File: config.mk
export PLATFORM = sky130hd
export DESIGN_NAME = seq_alu
export DESIGN_NICKNAME = d
export VERILOG_FILES = /design/src/rtl/seq_alu.sv
export SDC_FILE = /design/constraint.sdc
export NUM_CORES = 1
export LEC_CHECK = 0
export ABC_AREA = 1
export BUFFER_PORTS_ARGS = -buffer_cell sky130_fd_sc_hd__buf_2
export CAP_MARGIN = 20
export CORE_ASPECT_RATIO = 1.2
export CORE_UTILIZATION = 45
export CTS_CLUSTER_DIAMETER = 200
export DETAILED_ROUTE_END_ITERATION = 12
export PLACE_DENSITY = 0.65
export SLEW_MARGIN = 0
export SYNTH_ARGS = -nofsm -noshare
export SYNTH_HDL_FRONTEND = slang
export SYNTH_SLANG_ARGS = --single-unit
File: constraint.sdc
create_clock -name clk -period 2.9 [get_ports clk]
set_clock_uncertainty 0.05 [all_clocks]
set_input_delay 0.435 -clock clk [delete_from_list [all_inputs] [get_ports clk]]
set_output_delay 0.435 -clock clk [all_outputs]
set_load 0.01 [all_outputs]
File: src/rtl/seq_alu.sv
// Sequential ALU: single-cycle logic/add ops, plus iterative shift-add multiply
// and restoring divide that take one bit per cycle behind a valid/ready handshake.
module seq_alu #(
  parameter int WIDTH = 32,
  parameter int SHW   = $clog2(WIDTH)
) (
  input  logic             clk,
  input  logic             reset_n,
  input  logic             in_valid,
  output logic             in_ready,
  input  logic [WIDTH-1:0] a,
  input  logic [WIDTH-1:0] b,
  input  logic [3:0]       func,
  output logic             out_valid,
  input  logic             out_ready,
  output logic [WIDTH-1:0] result,
  output logic             alu_z,
  output logic             div0
);

  typedef enum logic [1:0] {IDLE, MUL, DIV, DONE} state_t;

  localparam logic [SHW:0] LAST = (SHW+1)'(WIDTH-1);

  state_t           state_reg, state_next;
  logic [WIDTH-1:0] op_a_reg, op_a_next;   // multiplicand / dividend-quotient shifter
  logic [WIDTH-1:0] op_b_reg, op_b_next;   // multiplier shifter / divisor
  logic [WIDTH-1:0] acc_reg, acc_next;     // partial product / partial remainder
  logic [3:0]       func_reg, func_next;
  logic [SHW:0]     cnt_reg, cnt_next;
  logic [WIDTH-1:0] result_reg, result_next;
  logic             alu_z_reg, alu_z_next;
  logic             div0_reg, div0_next;

  logic [WIDTH-1:0] quick;
  logic [WIDTH-1:0] prod_sum;
  logic [WIDTH:0]   rem_sh, rem_diff;

  always_comb begin
    quick = '0;
    case (func)
      4'd1:    quick = a - b;
      4'd6:    quick = a << b[SHW-1:0];
      4'd7:    quick = a >> b[SHW-1:0];
      4'd8:    quick = a & b;
      4'd9:    quick = a | b;
      4'd10:   quick = a ^ b;
      4'd13:   quick = {{(WIDTH-1){1'b0}}, a == b};
      4'd14:   quick = {{(WIDTH-1){1'b0}}, a != b};
      default: quick = a + b;
    endcase
  end

  always_comb begin
    state_next  = state_reg;
    op_a_next   = op_a_reg;
    op_b_next   = op_b_reg;
    acc_next    = acc_reg;
    func_next   = func_reg;
    cnt_next    = cnt_reg;
    result_next = result_reg;
    alu_z_next  = alu_z_reg;
    div0_next   = div0_reg;

    prod_sum = acc_reg + (op_b_reg[0] ? op_a_reg : '0);
    rem_sh   = {acc_reg, op_a_reg[WIDTH-1]};
    rem_diff = rem_sh - {1'b0, op_b_reg};

    unique case (state_reg)
      IDLE: begin
        if (in_valid) begin
          op_a_next = a;
          op_b_next = b;
          func_next = func;
          cnt_next  = '0;
          acc_next  = '0;
          div0_next = 1'b0;
          if (func == 4'd3) begin
            state_next = MUL;
          end else if (func == 4'd4 || func == 4'd5) begin
            if (b == '0) begin
              result_next = (func == 4'd4) ? '1 : a;
              div0_next   = 1'b1;
              state_next  = DONE;
            end else begin
              state_next = DIV;
            end
          end else begin
            result_next = quick;
            state_next  = DONE;
          end
        end
      end
      MUL: begin
        acc_next  = prod_sum;
        op_a_next = op_a_reg << 1;
        op_b_next = op_b_reg >> 1;
        cnt_next  = cnt_reg + (SHW+1)'(1);
        if (cnt_reg == LAST) begin
          result_next = prod_sum;
          state_next  = DONE;
        end
      end
      DIV: begin
        // Restoring step: keep the subtraction only when it did not go negative.
        acc_next  = rem_diff[WIDTH] ? rem_sh[WIDTH-1:0] : rem_diff[WIDTH-1:0];
        op_a_next = {op_a_reg[WIDTH-2:0], ~rem_diff[WIDTH]};
        cnt_next  = cnt_reg + (SHW+1)'(1);
        if (cnt_reg == LAST) begin
          result_next = (func_reg == 4'd4) ? op_a_next : acc_next;
          state_next  = DONE;
        end
      end
      DONE: begin
        if (out_ready) state_next = IDLE;
      end
    endcase

    if (state_next == DONE && state_reg != DONE) alu_z_next = (result_next == '0);
  end

  always_ff @(posedge clk or negedge reset_n) begin
    if (!reset_n) begin
      state_reg  <= IDLE;
      op_a_reg   <= '0;
      op_b_reg   <= '0;
      acc_reg    <= '0;
      func_reg   <= '0;
      cnt_reg    <= '0;
      result_reg <= '0;
      alu_z_reg  <= 1'b0;
      div0_reg   <= 1'b0;
    end else begin
      state_reg  <= state_next;
      op_a_reg   <= op_a_next;
      op_b_reg   <= op_b_next;
      acc_reg    <= acc_next;
      func_reg   <= func_next;
      cnt_reg    <= cnt_next;
      result_reg <= result_next;
      alu_z_reg  <= alu_z_next;
      div0_reg   <= div0_next;
    end
  end

  assign in_ready  = (state_reg == IDLE);
  assign out_valid = (state_reg == DONE);
  assign result    = result_reg;
  assign alu_z     = alu_z_reg;
  assign div0      = div0_reg;

endmodule

==> results of run 1 <==
cells by family after synthesis:
family                   Yosys count  synth area share (%)
buffers and inverters            752                  12.9
adder cells (fa/ha/maj)          169                  9.45
XOR/XNOR                          22                 0.849
flip-flops                       142                  15.7
AND/OR/NAND/NOR                 2446                  45.5
AO/OA/AOI/OAI                    628                  15.6
metal layers:
layer / GRT overflow / global-route usage (%)
met3: 0 / 36.5
met2: 104 / 92.0
met1: 1 / 67.4
met5: 0 / 4.29
met4: 95 / 70.7
through the flow:
step	setup TNS (ps)	hold WS, ps	setup slack (ps)	instances
CTS	-1530	257	-386	5793
detailed placement	-10320	433	-923	5733
global placement	-9660	415	-912	5733
floorplan	0	89.4	13.2	4159
Yosys cell counts (6+ instances only):
cell type / count
nand2_1: 1424
inv_1: 594
nand3_1: 529
nor2_1: 337
o21ai_0: 262
a21oi_1: 217
ha_1: 165
dfrtp_1: 142
clkbuf_1: 82
nand4_1: 49
o211ai_1: 44
buf_2: 42
o221ai_1: 32
nor3_1: 24
o21bai_1: 22
nand3b_1: 19
xnor2_1: 15
buf_1: 14
nand2_2: 14
a21o_1: 9
inv_2: 9
nor4_1: 9
o21ai_1: 9
nand3_2: 7
o22ai_1: 7
xor2_1: 7
and3_1: 6
nor2_2: 6
or2_2: 6
timing repair:
| item | 4_1_cts |
|---|---|
| endpoints found under the hold margin | 16 |
| pin swaps | 63 |
| setup endpoints to repair | 48 |
| resized for setup | 230 |
| cloned | 3 |
| hold buffers | 1 |
| setup buffers | 25 |
==> impl_metrics.ini, run 1 <==
[status]
run_status = aborted with a tool error
stop_stage = 5_1_grt
firstError = [ERROR GRT-0116] Global routing finished with congestion. Check the congestion regions in the DRC Viewer.

[floorplanning]
die_width_um = 207
fp.dieH_um = 248
floorplan.io_pins = 108
initial_core_util_pct = 45.9
row_count = 89

[synthesis]
synth_seq_cells = 142
synthesis.area_per_instance_um2 = 5.46
synth_async_sr_flop_share_pct = 100
yosys.area.top_type_share_pct = 23.5
synth.yosys.warnings = 0
netlist_instances = 4159
post_synth_instance_area_um2 = 22700
synth_enable_flop_cells = 0
synth_top_cell_by_area = nand2_1
synth_top_cells_by_area = nand2_1 (24%), dfrtp_1 (16%), nand3_1 (12%)
synth.distinct_cells = 56
ys.flop_type = dfrtp_1
synth_nets = 4400
synth-seq-area-share_pct = 15.7

[clock_tree]
htree_levels = 4
cts_buffers = 17
clock_path_buffers = 2
cts-root-buf = clkbuf_16
clkSinkCount = 142

[placement]
place_hpwl_mm = 123
detailed_place.area_um2 = 31200
count_of_buffers_from_port_buffering = 107
routabilityCongestion = 1.28

[global_route]
gr-total-overflow = 200
globalRouteTotalUtil_pct = 66.0
grt_pass1_wl_mm = 251
grt_pass1_vias = 35690
grt_start_max_net_pins = 76
==> run 2, diff against run 1 <==
--- a/config.mk
+++ b/config.mk
@@ -8,11 +8,9 @@
 export ABC_AREA = 1
 export BUFFER_PORTS_ARGS = -buffer_cell sky130_fd_sc_hd__buf_2
 export CAP_MARGIN = 20
-export CORE_ASPECT_RATIO = 1.2
-export CORE_UTILIZATION = 45
-export CTS_CLUSTER_DIAMETER = 200
+export CORE_UTILIZATION = 30
 export DETAILED_ROUTE_END_ITERATION = 12
-export PLACE_DENSITY = 0.65
+export PLACE_DENSITY_LB_ADDON = 0.15
 export SLEW_MARGIN = 0
 export SYNTH_ARGS = -nofsm -noshare
 export SYNTH_HDL_FRONTEND = slang
==> constraint.sdc (replaced) <==
create_clock -name clk -period 3.77 [get_ports clk]
set_clock_uncertainty 0.05 [all_clocks]
set_input_delay 0.5655 -clock clk [delete_from_list [all_inputs] [get_ports clk]]
set_output_delay 0.5655 -clock clk [all_outputs]
set_load 0.01 [all_outputs]
==> run 2 against run 1 <==
  * The run now ends clean
  * Area after synthesis is the same
  * Synthesized cell count is the same
==> impl_metrics.ini, run 2 <==
[status]
run_status = finished clean

[floorplanning]
floorplan.io_pins = 108
row_count = 100
fp.dieH_um = 277
area_of_the_core_um2 = 74700
floorplan.die_area_um2 = 76800
die_width_um = 277
initial_core_util_pct = 30.4

[worst_setup_path]
critical_path_arrival_ps = 3940
critPathMostFrequentCell = nand2_1
path_class = register to register
crit_path_top_delay_cell = dfrtp_1
startpoint_type = register
cp_cell_sequence = ha_1 -> nand2_1 -> nor2_2 -> nand2_1 -> nor2_1 -> nand2_4 -> nand2_4 -> nand2_2 -> nand2_4 -> nand2_1 -> nand3_1 -> a21oi_1 -> nor2_1 -> nand2_1 -> nor2_1 -> nand4_1 -> nor2_1 -> nand3_1 -> nand2_1
slowest_delay_ps = 500
critical_path.endpoint_type = register
path_max_fanout = 10
cp_data_required_time_ps = 4160

[global_route]
grt_pass1_vias = 28585
grt_pass1_wl_mm = 202
use_met3_pct = 6.13
global_route_track_usage_on_met1_pct = 49.0
global_route.usage.met2_pct = 56.5
globalRoute.busiestLayer = met2
globalRouteTotalUtil_pct = 36.4
gr-total-overflow = 0
number_of_antenna_violations_at_the_first_check_in_global_routing = 10
grt_start_max_net_pins = 63

[power]
ir_worst_vdd_v = 0.000599
power_per_unit_of_standard_cell_area_nw_per_um2 = 724
p_total_mw = 20.8
p_leak_nw = 15.9

[synthesis]
synthMostInstantiatedCell = nand2_1
synthesis.area_per_instance_um2 = 5.46
yosys-top-cells-count = nand2_1 (1424), inv_1 (594), nand3_1 (529), nor2_1 (337), o21ai_0 (262)
synth_seq_cells = 142
synth.distinct_cells = 56
synth_top_cells_by_area = nand2_1 (24%), dfrtp_1 (16%), nand3_1 (12%)
synth_async_sr_flop_share_pct = 100
synth_top_cell_by_area = nand2_1
synth_enable_flop_cells = 0
synth-seq-area-share_pct = 15.7
synth.yosys.warnings = 0
synth_nets = 4400
netlist_instances = 4159
ys.flop_type = dfrtp_1
yosys.area.top_type_share_pct = 23.5
post_synth_instance_area_um2 = 22700

[drt]
route.vias.total = 30328
drt-vias-per-instance = 5.40
drt_iter0_markers = 3534
postRouteWirelength_mm = 142
postRouteAntennaNets = 0
firstDrtPassIters = 6
wire_per_inst_um = 25.4
drc = 0

[timing]
tightest_slew_ps = 922
setup_viol_count_final = 0
maxClockFrequency_ghz = 0.282
max-slew-margin-rel_pct = 38.4
hold_viol = 0
maxSlewViolCount = 0
final_period_minus_worst_setup_slack_ps = 3550
timing.setup.tns_ps = 0
final_min_period_over_clock_period_pct = 94.2

[clock_tree]
clkSinkCount = 142
cts_tree = done
cts_buffers = 17
clk_latency_ps = 490
htree_levels = 4
cts-root-buf = clkbuf_16
clock_path_buffers = 2
worst_setup_hold_path_clk_slew_ps = 80

[finish]
drive_above_1_share_pct = 16.1
mostFrequentLayoutCells = nand2_1 (1411), inv_1 (593), nand3_1 (516)
ff_latch_area_um2 = 3550
num-nets-final = 4875
area_growth_syn_to_layout_pct = 26.2
final_common_cell = nand2_1
multi_input_comb_area_um2 = 16500
num-fill-cells = 8505

[run]
maxCapViolCount = 0

[placement]
count_of_buffers_from_port_buffering = 107
place_hpwl_mm = 121
routabilityCongestion = 1.05

[worst_hold_path]
worst_hold_path_type = input port to async pin
-- run 2: cell counts after synthesis --
No cell type changed its count.
-- run 2: cells by family after synthesis --
logic type	share of synthesized area [%]
flip-flops	15.7
buffers and inverters	12.9
XOR/XNOR	0.849
AND/OR/NAND/NOR	45.5
adder cells (fa/ha/maj)	9.45
AO/OA/AOI/OAI	15.6
-- run 2: path summary, 6_finish.rpt --
path	startpoint	end	slack, ps	depth (start not counted)
max	acc_reg[20]$_DFFE_PN0P_	alu_z$_DFFE_PN0P_	220	19
min	reset_n	op_b_reg[19]$_DFFE_PN0P_	9	1
max reg2reg	acc_reg[20]$_DFFE_PN0P_	alu_z$_DFFE_PN0P_	220	19
min reg2reg	func_reg[2]$_DFFE_PN0P_	func_reg[2]$_DFFE_PN0P_	440	2
max in group asynchronous	reset_n	result[12]$_DFF_PN0_	2800	2
min in group clk	b[20]	op_b_reg[20]$_DFFE_PN0P_	360	3
-- run 2: worst max-delay path: cells and delay by family, from the launching register on --
family                     cells  cell delay [ps]
AOI/OAI and AO/OA              1              100
adders and majority gates      1              420
and+or+nand+nor               17             2420
DFF                            1              500
-- run 2: stage by stage --
| stage | util [%] | hold WS (ps) | std cells | setup slack, ps | instance area [um^2] |
|---|---|---|---|---|---|
| 6_report | 38.4 | 9.46 | 5617 | 219 | 28600 |
| 5_1_grt | 38.3 | 58.0 | 5616 | -6.45 | 28600 |
| 4_1_cts | 38.0 | 36.8 | 5612 | 7.15 | 28400 |
| 3_5_place_dp | 37.2 | 433 | 5580 | -224 | 27800 |
| 3_3_place_gp | 37.2 | 422 | 5580 | -266 | 27800 |
| 2_1_floorplan | - | 220 | 4159 | 559 | 22700 |
-- run 2: power by group --
group / internal, mW / switching [mW]
registers: 2.21 / 0.879
clock network: 1.08 / 0.857
logic: 5.16 / 10.6
total: 8.45 / 12.3
-- run 2: routing by layer --
layer / wire length, um / up-vias / share of wire (%)
li1: - / 14373 / -
met1: 62700 / 14310 / 44
met2: 61500 / 1389 / 43
met3: 11000 / 244 / 7.7
met4: 7260 / 12 / 5.1
met5: 84 / - / 0.059
-- run 2: what timing repair did --
item,in CTS,in global routing
gates resized for setup,1,62
hold buffers,0,0
pin swaps,0,4
endpoints found under the setup margin,1,1
buffers inserted,0,2
gates cloned,0,1
hold endpoints to repair,0,0
-- run 2: area by class of cell --
type	count	area share, %
antenna	1	0.00874
clock buffer	17	1.49
clock inverter	15	0.751
inverter	606	7.94
multi-input combinational	3266	57.5
sequential	142	12.4
tap	969	4.23
timing repair buffer	601	15.7
Power figures use the tool's default switching activity.
==> run 3, diff against run 2 <==
--- a/config.mk
+++ b/config.mk
@@ -10,8 +10,9 @@
 export CAP_MARGIN = 20
 export CORE_UTILIZATION = 30
 export DETAILED_ROUTE_END_ITERATION = 12
+export GPL_TIMING_DRIVEN = 0
 export PLACE_DENSITY_LB_ADDON = 0.15
-export SLEW_MARGIN = 0
+export RECOVER_POWER = 50
 export SYNTH_ARGS = -nofsm -noshare
 export SYNTH_HDL_FRONTEND = slang
 export SYNTH_SLANG_ARGS = --single-unit
==> run 3 against run 2 <==
  * The run now ends with max-capacitance violations, max-slew violations, negative setup slack left
  * Critical endpoint unchanged
  * Via count about the same
  * Worst setup slack worse by 250 ps
  * Register-to-register slack worse by 200 ps
  * Flip-flop and latch count unchanged
  * Non-clock buffer count down 327
  * Utilization down 3.1 points
  * Cell count down 5.8%
==> impl_metrics.ini, run 3 (synthesized netlist as in run 2, its figures left out) <==
[status]
run_status = finished with violations
failing_checks = max-capacitance violations, max-slew violations, negative setup slack

[worst_setup_path]
worst-r2r-setup-slack_ps = 20
regToRegStartpoint = op_b_reg[0]$_DFFE_PN0P_
path_class = input port to register
critical_path_arrival_ps = 4180
setup.worst_path.start = a[28]
path_max_fanout = 9
cp_data_required_time_ps = 4150
startpoint_type = input port
critical_path.endpoint_type = register

[clock_tree]
clk_latency_ps = 490
clock_path_buffers = 2
cts_tree = done
clkSinkCount = 142
ctsHoldBuffers = 0
cts-root-buf = clkbuf_16
htree_levels = 4
cts_buffers = 17
worst_setup_hold_path_clk_slew_ps = 70

[worst_hold_path]
worst_hold_path_type = input port to register
min-delay-start = in_valid

[power]
ir_worst_vdd_v = 0.000474
p_leak_nw = 14.0
power_per_unit_of_standard_cell_area_nw_per_um2 = 782

[global_route]
grt_pass1_vias = 27983
number_of_antenna_violations_at_the_first_check_in_global_routing = 12
grt_pass1_wl_mm = 207
grt_start_max_net_pins = 84
gr-total-overflow = 0
globalRouteTotalUtil_pct = 37.8

[timing]
final_min_period_over_clock_period_pct = 101
max-slew-margin-rel_pct = -52.8
timing.setup.tns_ps = -27.7
timing.final.ws_setup_ps = -27.7
hold_viol = 0
maxClockFrequency_ghz = 0.263
rsz0062_at_grt = true
tightest_slew_ps = 2290
hold_slack_ps = 405
setup_viol_count_final = 1
final_period_minus_worst_setup_slack_ps = 3800
maxSlewViolCount = 122

[drt]
route.vias.total = 30335
drt_iter0_markers = 4131
postRouteWirelength_mm = 148
wire_per_inst_um = 28.0
postRouteAntennaNets = 0
firstDrtPassIters = 7
drc = 0
drt-vias-per-instance = 5.73

[finish]
drive_above_1_share_pct = 11.0
final_common_cell = nand2_1
design_area_um2 = 26300
mostFrequentLayoutCells = nand2_1 (1374), inv_1 (588), nand3_1 (492)
post_layout_nonfiller_instances = 5291
finish.utilization_pct = 35.3
area_growth_syn_to_layout_pct = 16.0
num-nets-final = 4547

[floorplanning]
area_of_the_core_um2 = 74700
floorplan.io_pins = 108
initial_core_util_pct = 30.4
row_count = 100
die_width_um = 277
fp.dieH_um = 277
floorplan.die_area_um2 = 76800

[run]
maxCapViolCount = 2

[placement]
count_of_buffers_from_port_buffering = 107
detailed_place.area_um2 = 24500
dpl.cell_count = 5238
routabilityCongestion = 1.09
place_hpwl_mm = 124
==> run 3: routing by layer <==
layer / up-vias / track usage [%] / part of all wire [%]
met5: - / 0 / 0.038
met4: 8 / 24.5 / 7.5
met3: 389 / 6.90 / 10
met2: 1827 / 55.8 / 41
met1: 14364 / 50.1 / 41
li1: 13747 / - / -
==> run 3: layout make-up <==
type                    count  area (um^2)
repair buffers            135          781
well taps                 969         1210
diodes                      3         7.51
flip-flops and latches    142         3560
fillers                  8710        48400
multi-input cells        3265        17200
inverters                 606         2300
clock buffers              19          453
clock inverters            13          105
plain buffers             139          746
==> run 3: worst paths after layout <==
kind	cells past startpoint	end
min in group asynchronous	1	op_b_reg[18]$_DFFE_PN0P_
max	21	alu_z$_DFFE_PN0P_
min	4	state_reg[1]$_DFF_PN0_
max reg2reg	22	alu_z$_DFFE_PN0P_
max in group asynchronous	2	result[0]$_DFF_PN0_
min reg2reg	2	func_reg[2]$_DFFE_PN0P_
==> run 3: timing repair <==
item                       in CTS  in global routing
pin swaps                      11                 43
setup endpoints to repair      22                  1
gates resized for setup       112                206
buffers inserted                7                 16
gates cloned                    0                  2
==> run 3: report_power, final <==
| group | switching (mW) | leakage, nW | total [mW] | internal (mW) |
|---|---|---|---|---|
| combinational | 11.0 | 11.9 | 15.7 | 4.73 |
| sequential | 0.980 | 1.84 | 3.19 | 2.21 |
| clock | 0.815 | 0.263 | 1.70 | 0.885 |
==> run 3: worst max-delay path: stages <==
cell and delay (ps):
buf_2 240, inv_1 250, ha_1 560, nor2_2 510, nand2_1 170, nor2_1 150
and3_1 250, nand2_1 90, nand2_1 70, nand2_1 50, nand3_1 110, nand2_1 80
nand2_2 150, nand2_1 120, nand2_1 110, nand3_2 90, a21oi_2 150, nand3_2 110
nor2_4 170, nand3_1 100, nand2_1 70
==> run 3: per-stage QoR <==
step	setup WS (ps)	power, mW
final	-27.7	20.6
after global placement	-1790	17.0
after CTS	0.996	19.1
after detailed placement	-1730	17.0
after floorplan	559	11.6
after global routing	-85.4	21.9
